[config.mk]
export PLATFORM = sky130hd
export DESIGN_NAME = wb_reg_file
export DESIGN_NICKNAME = d
export VERILOG_FILES = /design/src/rtl/wb_reg_file_pkg.sv /design/src/rtl/wb_reg_array.sv /design/src/rtl/wb_reg_file.sv
export SDC_FILE = /design/constraint.sdc
export NUM_CORES = 2
export LEC_CHECK = 0
export BUFFER_PORTS_ARGS = -buffer_cell sky130_fd_sc_hd__buf_2
export CORE_UTILIZATION = 55
export CTS_BUF_LIST = sky130_fd_sc_hd__clkbuf_2
export CTS_CLUSTER_SIZE = 16
export DETAILED_ROUTE_END_ITERATION = 16
export PLACE_DENSITY = 0.73
export SLEW_MARGIN = 20
export SYNTH_ARGS = -nofsm -noshare
export SYNTH_HDL_FRONTEND = slang
export SYNTH_SLANG_ARGS = --single-unit
[constraint.sdc]
create_clock -name clk -period 86.5 [get_ports clk]
set_input_delay 17.3 -clock clk [delete_from_list [all_inputs] [get_ports clk]]
set_output_delay 17.3 -clock clk [all_outputs]
set_load 0.02 [all_outputs]
[src/rtl/wb_reg_file_pkg.sv]
// Shared sizing constants for the write-back stage and architectural register file.
// Imported by wb_reg_array and wb_reg_file.
package wb_reg_file_pkg;

  localparam int INSTR_WIDTH = 32;
  localparam int REG_NUM     = 32;
  localparam int REG_IDX_W   = $clog2(REG_NUM);

endpackage

[src/rtl/wb_reg_array.sv]
// 32 x 32 architectural register storage: one write port, two combinational
// read ports, register 0 hard-wired to zero, asynchronous active-high reset.
module wb_reg_array
  import wb_reg_file_pkg::*;
#(
  parameter int DATA_W = INSTR_WIDTH,
  parameter int NUM    = REG_NUM,
  parameter int IDX_W  = REG_IDX_W
) (
  input  logic              clk,
  input  logic              rst,
  input  logic              we,
  input  logic [IDX_W-1:0]  waddr,
  input  logic [DATA_W-1:0] wdata,
  input  logic [IDX_W-1:0]  raddr_a,
  input  logic [IDX_W-1:0]  raddr_b,
  output logic [DATA_W-1:0] rdata_a,
  output logic [DATA_W-1:0] rdata_b
);

  logic [DATA_W-1:0] regs_q [NUM];
  logic [DATA_W-1:0] regs_d [NUM];

  // NOTE: every always_comb output gets a full default first, so no path can
  // leave a value unassigned and infer a latch.
  always_comb begin
    regs_d = regs_q;
    if (we && (waddr != '0)) begin
      regs_d[waddr] = wdata;
    end
    regs_d[0] = '0;
  end

  // NOTE: this storage is architectural state that must read as zero right
  // after reset, so every entry sits on the asynchronous reset rather than
  // being left uninitialised like a plain RAM.
  always_ff @(posedge clk or posedge rst) begin
    if (rst) begin
      for (int i = 0; i < NUM; i++) begin
        regs_q[i] <= '0;
      end
    end else begin
      // NOTE: non-blocking assignment keeps every flop sampling pre-edge values.
      regs_q <= regs_d;
    end
  end

  assign rdata_a = (raddr_a == '0) ? '0 : regs_q[raddr_a];
  assign rdata_b = (raddr_b == '0) ? '0 : regs_q[raddr_b];

endmodule

[src/rtl/wb_reg_file.sv]
// MIPS write-back stage: selects the write-back value, commits it to the
// register file, serves two read ports, and emits a registered commit trace
// plus commit counter. Optional same-cycle write bypass: define WB_BYPASS_EN.
module wb_reg_file
  import wb_reg_file_pkg::*;
#(
  parameter int DATA_W = INSTR_WIDTH,
  parameter int NUM    = REG_NUM
) (
  input  logic                 clk,
  input  logic                 rst,
  input  logic [DATA_W-1:0]    W_MEM_mem_data_o,
  input  logic [DATA_W-1:0]    W_MEM_alu_res_o,
  input  logic [REG_IDX_W-1:0] W_MEM_rd_o,
  input  logic                 W_MEM_w_reg_ena_o,
  input  logic                 W_MEM_wb_sel_o,
  input  logic [DATA_W-1:0]    W_MEM_PC_o,
  input  logic [REG_IDX_W-1:0] rs_addr,
  input  logic [REG_IDX_W-1:0] rt_addr,
  output logic [DATA_W-1:0]    rs_data,
  output logic [DATA_W-1:0]    rt_data,
  output logic [DATA_W-1:0]    wb_data,
  output logic [DATA_W-1:0]    debug_wb_pc,
  output logic                 debug_wb_rf_wen,
  output logic [REG_IDX_W-1:0] debug_wb_rf_wnum,
  output logic [DATA_W-1:0]    debug_wb_rf_wdata,
  output logic [DATA_W-1:0]    commit_cnt
);

  logic                 wq;
  logic [DATA_W-1:0]    arr_rs;
  logic [DATA_W-1:0]    arr_rt;

  logic [DATA_W-1:0]    pc_q,    pc_d;
  logic                 wen_q,   wen_d;
  logic [REG_IDX_W-1:0] wnum_q,  wnum_d;
  logic [DATA_W-1:0]    wdata_q, wdata_d;
  logic [DATA_W-1:0]    commit_cnt_q, commit_cnt_d;

  always_comb begin
    wb_data = W_MEM_wb_sel_o ? W_MEM_mem_data_o : W_MEM_alu_res_o;
    // Writes aimed at r0 are dropped entirely: no storage, trace or count.
    wq      = W_MEM_w_reg_ena_o && (W_MEM_rd_o != '0);
  end

  wb_reg_array #(
    .DATA_W (DATA_W),
    .NUM    (NUM),
    .IDX_W  (REG_IDX_W)
  ) u_array (
    .clk     (clk),
    .rst     (rst),
    .we      (wq),
    .waddr   (W_MEM_rd_o),
    .wdata   (wb_data),
    .raddr_a (rs_addr),
    .raddr_b (rt_addr),
    .rdata_a (arr_rs),
    .rdata_b (arr_rt)
  );

  always_comb begin
`ifdef WB_BYPASS_EN
    // Write-before-read: wq already excludes r0, so index 0 still reads zero.
    rs_data = (wq && (rs_addr == W_MEM_rd_o)) ? wb_data : arr_rs;
    rt_data = (wq && (rt_addr == W_MEM_rd_o)) ? wb_data : arr_rt;
`else
    rs_data = arr_rs;
    rt_data = arr_rt;
`endif
  end

  always_comb begin
    pc_d         = W_MEM_PC_o;
    wen_d        = wq;
    wnum_d       = W_MEM_rd_o;
    wdata_d      = wb_data;
    // A held (stalled) instruction is counted again every cycle it sits in WB.
    commit_cnt_d = commit_cnt_q;
    if (wq) begin
      commit_cnt_d = commit_cnt_q + DATA_W'(1);
    end
  end

  always_ff @(posedge clk or posedge rst) begin
    if (rst) begin
      pc_q         <= '0;
      wen_q        <= 1'b0;
      wnum_q       <= '0;
      wdata_q      <= '0;
      commit_cnt_q <= '0;
    end else begin
      pc_q         <= pc_d;
      wen_q        <= wen_d;
      wnum_q       <= wnum_d;
      wdata_q      <= wdata_d;
      commit_cnt_q <= commit_cnt_d;
    end
  end

  assign debug_wb_pc       = pc_q;
  assign debug_wb_rf_wen   = wen_q;
  assign debug_wb_rf_wnum  = wnum_q;
  assign debug_wb_rf_wdata = wdata_q;
  assign commit_cnt        = commit_cnt_q;

endmodule

==> flow_summary_export.csv <==
group,metric,value,unit
run_status,outcome,"complete, no violations",
logic_synthesis,synthFlopType,"dfrtp_1",
cells_and_area,fin_nets,5353,
timing,finalCritPeriodShare,0.446,
power,p_comb_frac,0.236,
logic_synthesis,synth_edf_count,0,
grt,antenna_found_initial,6,
die,core,98300,um2
logic_synthesis,synthTopCellsByCount,"dfrtp_1 (1094), nand2_1 (733), o21ai_0 (703), nor2_1 (433), a21oi_1 (417)",
die,initial_core_util,0.554,
detailed_routing,drtIter0Drc,5179,
logic_synthesis,synthTopCellsByArea,"dfrtp_1 (50%), mux4_2 (16%), o21ai_0 (6.5%)",
critical_path,crit_end,"rs_data[17]",
grt,grt_start_max_net_pins,110,
cts,clock_sinks,1094,
timing,hold_viol,0,
placement,place_hpwl,95.2,mm
timing,fin_crit,38600,ps
detailed_routing,first_pass_iters,6,
grt,grt_pass1_vias,42989,
cells_and_area,final_cell_area,59300,um2
timing,final-max-slew-violation-count,0,
timing,slew_headroom,0.241,
critical_path,reg2reg_slack,84220,ps
grt,grtUsageMet1,0.469,
flow_run,drv_cap,0,
logic_synthesis,syn_avg_cell_area,10.9,um2
worst_hold_path,hold_class,"flip-flop to flip-flop",
critical_path,crit_start,"rs_addr[1]",
critical_path,r2r-end,"commit_cnt[31]$_DFFE_PP0P_",
power,power_frac_clock,0.254,
cts,post_cts_resized,0,
power,ir_drop,12.2,uV
cells_and_area,multi_input_area,25300,um2
critical_path,cp-end-kind,"output pin",
power,power.density,22.9,nW/um2
placement,pre_cts_slack,48000,ps
cts,cts_root_buf,"clkbuf_2",
logic_synthesis,synth_nets,5131,
detailed_routing,viasPerCell,6.47,
power,p_int,897,uW
cts,hold_buffers,0,
timing,fmax,0.0259,GHz
power,p_leak,0.0269,uW
timing,rsz0062_at_grt,"no",
placement,port_buffers,312,
logic_synthesis,yosys_register_bits,1094,
critical_path,r2r-start,"commit_cnt[3]$_DFFE_PP0P_",
cts,cts_tree,"yes",
cells_and_area,fillers,8023,
die,rows,115,
grt,grt_util_met2,0.526,
grt,track_usage,0.347,
cts,cts_buffers,301,
logic_synthesis,ys_types,42,
die,io_pins,313,
critical_path,path_max_fanout,32,
power,p_sw,462,uW
detailed_routing,wl,171,mm
logic_synthesis,syn_area,54400,um2
logic_synthesis,synth_top_area_frac,0.503,
detailed_routing,drc,0,
cts,clkLatencyLatePin,1550,ps
grt,met3_usage,0.0941,
die,die-area,100000,um2
power,p_seq_frac,0.510,
critical_path,setup.worst_path.start_class,"input port",
timing,worst_pin_slew,1130,ps
die,fp.dieH,317,um
logic_synthesis,ys_warn_count,0,
placement,place_area,57000,um2
logic_synthesis,syn_inst,5015,
critical_path,reg2reg_depth,5,
detailed_routing,num_vias,43375,
grt,overflow,0,
grt,grt_most_used_layer,"met2",
timing,fin_ws,47900,ps
logic_synthesis,yosys.area.top_type,"dfrtp_1",
die,die_x,317,um
logic_synthesis,yosysMostFrequentCell,"dfrtp_1",
placement,place_congestion,0.836,
cts,clk_transition_reported_paths,90,ps
timing,setup_viol,0,
critical_path,worst_ep_arrival_time,21300,ps
timing,clock_skew,133,ps
timing,setup_tns,0,ps
grt,grt_pass1_wl,259,mm
cts,htree_levels,5,
cts,postCtsSetupBuffers,0,
cells_and_area,regArea,27400,um2
cts,cts_buffer_depth,4,
critical_path,required,69200,ps
detailed_routing,ant_nets,0,
detailed_routing,detail_route.wl_per_cell,25.5,um
cells_and_area,area_growth,8.93,%
power,p_sw_frac,0.340,
critical_path,path_class,"input port to output pin",
cells_and_area,final_layout_size_suffix_gt1_frac,0.261,
logic_synthesis,ys_seq_area_frac,0.503,
logic_synthesis,async_flop_share,1.00,
-- stage by stage --
stage / util / total power, uW / hold WS (ps) / std cells
2_1_floorplan: - / 920 / 460 / 5015
3_3_place_gp: 0.580 / 999 / 463 / 6221
3_5_place_dp: 0.580 / 1020 / 477 / 6221
4_1_cts: 0.603 / 1360 / 493 / 6699
5_1_grt: 0.603 / 1440 / 504 / 6700
6_report: 0.603 / 1360 / 489 / 6701
-- registers in the layout, summed over array words and instances, names as in the netlist --
signal,cells
commit_cnt,32
debug_wb_pc,32
debug_wb_rf_wdata,32
debug_wb_rf_wen,1
debug_wb_rf_wnum,5
u_array.regs_q,992
-- layout by cell type, fill, tap and decap left out, types with 33 or more instances in the layout --
cell type and n:
buf_2 303, o21ai_0 703, nand2_1 716, mux2i_1 160, buf_4 115, nor2_1 422, a22oi_1 63, a21oi_1 417
clkinv_1 51, mux2_2 97, dfrtp_1 1094, o21ai_1 33, inv_1 35, clkbuf_2 406, a22o_1 128, mux4_2 384
-- critical path, stage by stage --
cell and delay (ps):
buf_4 250, buf_4 580, buf_4 660, nor2b_4 830, buf_4 520, a22o_1 190, o21ai_0 70, o21ai_0 480
buf_2 320
-- routing by layer --
layer / vias up / part of all wire / wire length (um)
met5: - / 0.00020 / 34
met4: 6 / 0.045 / 7700
met3: 547 / 0.11 / 19600
met2: 2710 / 0.46 / 78200
met1: 21480 / 0.38 / 65300
li1: 18632 / - / -
-- worst min path at each step --
| stage | startpoint | to | slack [ps] | depth (start not counted) |
|---|---|---|---|---|
| after detailed placement | commit_cnt[17]$_DFFE_PP0P_ | commit_cnt[17]$_DFFE_PP0P_ | 480 | 1 |
| after floorplan | u_array.regs_q[896]$_DFFE_PP0P_ | u_array.regs_q[896]$_DFFE_PP0P_ | 460 | 2 |
| after global routing | commit_cnt[17]$_DFFE_PP0P_ | commit_cnt[17]$_DFFE_PP0P_ | 500 | 1 |
| after global placement | commit_cnt[31]$_DFFE_PP0P_ | commit_cnt[31]$_DFFE_PP0P_ | 460 | 1 |
| after CTS | commit_cnt[17]$_DFFE_PP0P_ | commit_cnt[17]$_DFFE_PP0P_ | 490 | 1 |
| final | commit_cnt[17]$_DFFE_PP0P_ | commit_cnt[17]$_DFFE_PP0P_ | 490 | 1 |
-- logic make-up after synthesis --
kind of cell / Yosys count / synth area share
buffers and inverters: 542 / 0.0397
xor gates and xnor gates: 31 / 0.00499
AOI/OAI and AO/OA: 1442 / 0.149
muxes: 673 / 0.214
DFF: 1094 / 0.503
and+or+nand+nor: 1232 / 0.0889
adders and majority gates: 1 / 0.000230
-- layout make-up --
cell class,instances,share of cell area
Tap cell,1287,0.0272
Inverter,36,0.00241
Multi-Input combinational cell,3379,0.427
Sequential cell,1094,0.462
Clock buffer,406,0.0343
Timing Repair Buffer,425,0.0422
Clock inverter,72,0.00527
Antenna cell,2,0.0000844
-- power groups by stage --
stage               registers, uW  logic [uW]  clock network [uW]
finish                        694         320                 345
floorplan                     681         239                   0
global placement              691         307                   0
detailed placement            699         318                   0
global route                  705         350                 380
CTS                           689         318                 352
No activity file was read; power rests on OpenSTA's default activity.
